### config.mk
export PLATFORM = sky130hd
export DESIGN_NAME = rr_arbiter16_flat
export DESIGN_NICKNAME = d
export VERILOG_FILES = /design/src/rtl/arb_pkg.sv /design/src/rtl/rr_arbiter16_if.sv /design/src/rtl/rr_prio_enc16.sv /design/src/rtl/rr_arbiter16.sv /design/src/flat_wrapper.sv
export SDC_FILE = /design/constraint.sdc
export NUM_CORES = 1
export LEC_CHECK = 0
export BUFFER_PORTS_ARGS = -buffer_cell sky130_fd_sc_hd__buf_2
export CORE_AREA = 2 2 75 106
export DETAILED_ROUTE_END_ITERATION = 8
export DIE_AREA = 0 0 77 108
export GPL_TIMING_DRIVEN = 0
export SETUP_SLACK_MARGIN = 0.2
export SYNTH_ARGS = -nofsm -noshare
export SYNTH_HDL_FRONTEND = slang
export SYNTH_SLANG_ARGS = --single-unit
### constraint.sdc
create_clock -name clk -period 12.9 [get_ports clk]
set_clock_uncertainty 0.1 [all_clocks]
set_input_delay 2.58 -clock clk [delete_from_list [all_inputs] [get_ports clk]]
set_output_delay 2.58 -clock clk [all_outputs]
set_load 0.1 [all_outputs]
### src/rtl/arb_pkg.sv
// Shared constants and types for the 16-requester round-robin arbiter.
// Imported by the arbiter top, its priority encoder and its bus interface.
package arb_pkg;

  localparam int N                = 16;
  localparam int IDX_W            = 4;
  localparam int MAX_HOLD_DEFAULT = 64;

  typedef enum logic {
    IDLE  = 1'b0,
    GRANT = 1'b1
  } state_e;

endpackage

### src/rtl/rr_arbiter16_if.sv
// Request/grant bundle between the requesters (master) and the arbiter (slave).
// gnt_idx is intended to drive the shared resource mux select directly.
interface rr_arbiter16_if;
  import arb_pkg::*;

  logic [N-1:0]     req;
  logic             done;
  logic [N-1:0]     gnt;
  logic [IDX_W-1:0] gnt_idx;
  logic             gnt_valid;
  logic             timeout;

  modport master (
    output req,
    output done,
    input  gnt,
    input  gnt_idx,
    input  gnt_valid,
    input  timeout
  );

  modport slave (
    input  req,
    input  done,
    output gnt,
    output gnt_idx,
    output gnt_valid,
    output timeout
  );

endinterface

### src/rtl/rr_prio_enc16.sv
// Combinational rotating priority encoder: returns the first set request bit
// at or above ptr, wrapping from 15 to 0.
module rr_prio_enc16
  import arb_pkg::*;
(
  input  logic [N-1:0]     req,
  input  logic [IDX_W-1:0] ptr,
  output logic [IDX_W-1:0] idx,
  output logic             found
);

  logic [2*N-1:0]   req_dbl;
  logic [N-1:0]     req_rot;
  logic [IDX_W-1:0] offset;

  // Rotating right by ptr puts requester ptr at bit 0, so the lowest set bit
  // is the distance from ptr; adding ptr back wraps naturally in IDX_W bits.
  always_comb begin
    req_dbl = {req, req} >> ptr;
    req_rot = req_dbl[N-1:0];
    offset  = '0;
    found   = 1'b0;
    for (int i = N - 1; i >= 0; i--) begin
      if (req_rot[i]) begin
        offset = IDX_W'(i);
        found  = 1'b1;
      end
    end
    idx = offset + ptr;
  end

endmodule

### src/rtl/rr_arbiter16.sv
// Sixteen-requester round-robin arbiter with registered one-hot grant,
// binary grant index, owner release via done/withdraw, and hold timeout.
module rr_arbiter16 #(
  parameter int N        = 16,
  parameter int IDX_W    = 4,
  parameter int MAX_HOLD = arb_pkg::MAX_HOLD_DEFAULT
) (
  input  logic           clk,
  input  logic           rst_n,
  rr_arbiter16_if.slave  bus
);

  localparam int HCNT_W = $clog2(MAX_HOLD + 1);

  arb_pkg::state_e   state_q, state_d;
  logic [IDX_W-1:0]  ptr_q, ptr_d;
  logic [HCNT_W-1:0] hcnt_q, hcnt_d;
  logic [N-1:0]      gnt_q, gnt_d;
  logic [IDX_W-1:0]  gnt_idx_q, gnt_idx_d;
  logic              gnt_valid_q, gnt_valid_d;
  logic              timeout_q, timeout_d;

  logic [IDX_W-1:0]  pick_idx;
  logic              pick_found;
  logic              owner_req;
  logic              hold_hit;
  logic              release_now;

  rr_prio_enc16 u_prio_enc (
    .req   (bus.req),
    .ptr   (ptr_q),
    .idx   (pick_idx),
    .found (pick_found)
  );

  always_comb begin
    owner_req   = bus.req[gnt_idx_q];
    hold_hit    = (hcnt_q == HCNT_W'(MAX_HOLD - 1));
    release_now = bus.done | ~owner_req | hold_hit;
  end

  always_ff @(posedge clk or negedge rst_n) begin
    if (!rst_n) begin
      state_q     <= arb_pkg::IDLE;
      ptr_q       <= '0;
      hcnt_q      <= '0;
      gnt_q       <= '0;
      gnt_idx_q   <= '0;
      gnt_valid_q <= 1'b0;
      timeout_q   <= 1'b0;
    end else begin
      state_q     <= state_d;
      ptr_q       <= ptr_d;
      hcnt_q      <= hcnt_d;
      gnt_q       <= gnt_d;
      gnt_idx_q   <= gnt_idx_d;
      gnt_valid_q <= gnt_valid_d;
      timeout_q   <= timeout_d;
    end
  end

  always_comb begin
    state_d = state_q;
    case (state_q)
      arb_pkg::IDLE:  if (pick_found)  state_d = arb_pkg::GRANT;
      arb_pkg::GRANT: if (release_now) state_d = arb_pkg::IDLE;
      default:                         state_d = arb_pkg::IDLE;
    endcase
  end

  // done is only looked at in GRANT, so a done overlapping the pick edge is
  // ignored; timeout flags a release caused purely by the hold limit.
  always_comb begin
    ptr_d       = ptr_q;
    hcnt_d      = hcnt_q;
    gnt_d       = gnt_q;
    gnt_idx_d   = gnt_idx_q;
    gnt_valid_d = gnt_valid_q;
    timeout_d   = 1'b0;
    case (state_q)
      arb_pkg::IDLE: begin
        if (pick_found) begin
          gnt_d       = N'(1) << pick_idx;
          gnt_idx_d   = pick_idx;
          gnt_valid_d = 1'b1;
          hcnt_d      = '0;
        end
      end
      arb_pkg::GRANT: begin
        if (release_now) begin
          gnt_d       = '0;
          gnt_valid_d = 1'b0;
          ptr_d       = gnt_idx_q + IDX_W'(1);
          timeout_d   = hold_hit & ~bus.done & owner_req;
        end else begin
          hcnt_d = hcnt_q + HCNT_W'(1);
        end
      end
      default: begin
        gnt_d       = '0;
        gnt_valid_d = 1'b0;
      end
    endcase
  end

  assign bus.gnt       = gnt_q;
  assign bus.gnt_idx   = gnt_idx_q;
  assign bus.gnt_valid = gnt_valid_q;
  assign bus.timeout   = timeout_q;

endmodule

### src/flat_wrapper.sv
// flat-port wrapper written by rule: the top's interface ports become plain ports
module rr_arbiter16_flat 
#(
  parameter int N        = 16,
  parameter int IDX_W    = 4,
  parameter int MAX_HOLD = arb_pkg::MAX_HOLD_DEFAULT
)
  (clk, rst_n, bus_req, bus_done, bus_gnt, bus_gnt_idx, bus_gnt_valid, bus_timeout);
  rr_arbiter16_if bus_i ();
  input  logic clk;
  input  logic rst_n;
  input wire logic [$bits(bus_i.req)-1:0] bus_req;
  input wire logic [$bits(bus_i.done)-1:0] bus_done;
  output wire logic [$bits(bus_i.gnt)-1:0] bus_gnt;
  output wire logic [$bits(bus_i.gnt_idx)-1:0] bus_gnt_idx;
  output wire logic [$bits(bus_i.gnt_valid)-1:0] bus_gnt_valid;
  output wire logic [$bits(bus_i.timeout)-1:0] bus_timeout;
  assign bus_i.req = bus_req;
  assign bus_i.done = bus_done;
  assign bus_gnt = bus_i.gnt;
  assign bus_gnt_idx = bus_i.gnt_idx;
  assign bus_gnt_valid = bus_i.gnt_valid;
  assign bus_timeout = bus_i.timeout;
  rr_arbiter16 #(.N(N), .IDX_W(IDX_W), .MAX_HOLD(MAX_HOLD)) u_core (.clk(clk), .rst_n(rst_n), .bus(bus_i));
endmodule
==> results.toml <==
[floorplanning]
core_um2 = 7310
rows = 37
floorplan.initialDensity_pct = 44.2
floorplan.die_area_um2 = 8320
die_height_um = 108
horizontal_extent_of_the_die_um = 77
ios = 41

[grt]
grt_use_total_pct = 20.2
use_met1_pct = 25.1
antenna_found_initial = 0
grt_first_pass_wirelength_mm = 13.5
vias_in_the_first_global_route = 2786
grt_max_degree = 35
layer_with_the_highest_usage = "met2"
grtUsageMet2_pct = 35.5
globalRouteOverflowTotal = 0
met3_capacity_usage_during_global_routing_pct = 3.34

[setup_path]
worstPathMaxFanout = 10
max_stage_delay_ns = 0.66
critical_path_arrival_ns = 6.51
sequence_of_cells_on_the_critical_path = "buf_2, mux4_1, a211oi_2, and3b_1, o2111ai_1, a21boi_0, o311a_1, ha_1, a21o_1, a21oi_1, xnor2_1, nand3_1, or4_1, o211ai_2"
reg2regPathDepth = 16
cpLargestDelayFamily = "compound AO/OA/AOI/OAI gates"
critical_path_required_ns = 13.01
slowest_stage = "mux4_1"
critical_path.endpoint_type = "register"
timing.rr.end = "u_core.bus.gnt[4]"
worstPathBufferInverterCount = 1
ff2ff_setup_slack_ns = 8.19
critical_path_class = "primary input to register"
timing.critical_path.from_type = "primary input"
reg2reg_from = "u_core.ptr_q[3]"

[detailed_routing]
drtPass1Iterations = 5
route.detailed.drc = 0
wire_length_reported_by_the_detailed_router_mm = 8.02
detail_route.wl_per_cell_um = 17.0
via_count = 2862
drt_first_iter_violations = 140
antenna_viol_nets_final = 0
vias_per_cell = 6.08

[clock_tree]
tritoncts = "built"
post_cts_setup_buffers = 0
post_cts_resize_count = 0
cts_buffers = 5
cts.reportedPaths.clkPinSlew_ns = 0.08
cts.sink_count = 34
clk_path_buf_depth = 2
cts_root_buffer = "clkbuf_8"
cts.hold.buffers_added = 0
cts-htree-levels = 2
clkLatencyLatePin_ns = 0.29

[timing]
setup_viol = 0
timing.setup.tns_ns = 0
finalHoldViolations = 0
maxClockFrequency_mhz = 156
slew_headroom_pct = 50.8
rsz0062_at_grt = "no"
finalWorstSetupSlack_ns = 6.50
fin_crit_share_pct = 49.6
period_needed_ns = 6.40
worst-slew-pin-transition_ns = 0.738
slew_violations = 0

[place]
post-dp-hpwl_mm = 6.13
dpl_worst_slack_ns = 6.28
placed_cells_incl_taps = 463
gp_congestion = 0.965
buffer_ports.inserted = 40

[status]
outcome = "complete, no violations"

[cells_and_area]
mostFrequentLayoutCell = "buf_2"
finalNonFillerCells = 471
fin_util_pct = 50.6
sequential_cell_area_um2 = 851
num_antenna_cells = 0
layout.nets = 398
layout-drive-gt1-share_pct = 29.9
nFillCells = 705
commonest_cells_after_routing_fill_and_taps_aside = "buf_2, dfrtp_1, inv_1, nor2_1, o21ai_0"
multiInputGateArea_um2 = 2170
flow.area_growth_from_synthesis_pct = 14.3

[yosys]
synth-async-reset-ratio_pct = 100
netlist.top_cell.by_area = "dfrtp_1"
yosysUniqueCellTypes = 64
netlist_instances = 326
synthesis.yosys.warnings = 0
synth.area.top_cells = "dfrtp_1, mux4_2, mux4_1, o211ai_2, o21ai_0"
post_synth_instance_area_um2 = 3240
postSynthNetCount = 351
synth_enable_flop_cells = 0
ys_seq_area_share_pct = 26.3
yosysTopAreaCellShare_pct = 26.3
postSynth.topFlopCell = "dfrtp_1"
synth.ff_latch_count = 34
syn_area_per_cell_um2 = 9.93

[job]
maxCapViolations = 0

[worst_hold_path]
min_delay_path_depth = 1
hold_class = "register to register"
holdCritStartpoint = "u_core.hcnt_q[6]"
timing.hold.worst_endpoint = "u_core.bus.timeout"
[cells in the mapped netlist, drive strengths merged, types with 6 or more instances]
library cell,count
a21oi,17
and3,11
buf,16
dfrtp,34
ha,6
inv,22
mux2,9
mux2i,6
mux4,24
nand2,18
nand3,16
nand4,10
nor2,20
nor2b,6
nor3,8
o211ai,9
o21ai,20
o221ai,9
or4,8
[per-layer routing]
metal | wire [um] | share of wire (%)
met1 | 3470 | 43
met2 | 4110 | 51
met3 | 303 | 3.8
met4 | 141 | 1.8
met5 | 0 | 0
[logic make-up after synthesis]
kind of cell | after synthesis | share of synthesized area (%)
simple gates | 111 | 19.0
compound gates | 84 | 20.2
buf+inv | 42 | 6.73
mux | 39 | 22.7
flops | 34 | 26.3
xor+xnor | 10 | 2.71
fa+ha+maj | 6 | 2.32
[final cells by class]
cell class              count  area share, %
plain buffers              19           3.55
clock inverters             2           1.62
well taps                  97           3.28
clock buffers               6           2.23
flip-flops and latches     34           23.0
multi-input cells         250           58.6
inverters                  23           2.33
repair buffers             40           5.41
[worst max-delay path by stage]
stage,slack (ns),start,end,cells past startpoint
floorplan,6.89,bus_req[5],u_core.bus.gnt[3],13
global placement,6.24,bus_req[5],u_core.bus.gnt[3],14
detailed placement,6.28,bus_req[5],u_core.bus.gnt[3],14
CTS,6.55,bus_req[5],u_core.bus.gnt[3],14
global route,6.24,bus_req[5],u_core.bus.gnt[4],14
finish,6.50,bus_req[5],u_core.bus.gnt[4],14
[flip-flops by register name (all words and copies together), names as in the netlist]
| signal | flops |
|---|---|
| u_core.state_q | 1 |
| u_core.hcnt_q | 7 |
| u_core.bus.timeout | 1 |
| u_core.bus.gnt_valid | 1 |
| u_core.bus.gnt_idx | 4 |
| u_core.bus.gnt | 16 |
| u_core.ptr_q | 4 |
[per-stage QoR]
stage	instance area (um2)	hold slack, ns
floorplan	3240	0.325
global placement	3560	0.349
detailed placement	3560	0.354
CTS	3700	0.376
global route	3700	0.385
finish	3700	0.375
Power is not shown: default switching activity piles up to over one toggle a cycle in this logic, so the estimate is an artifact.
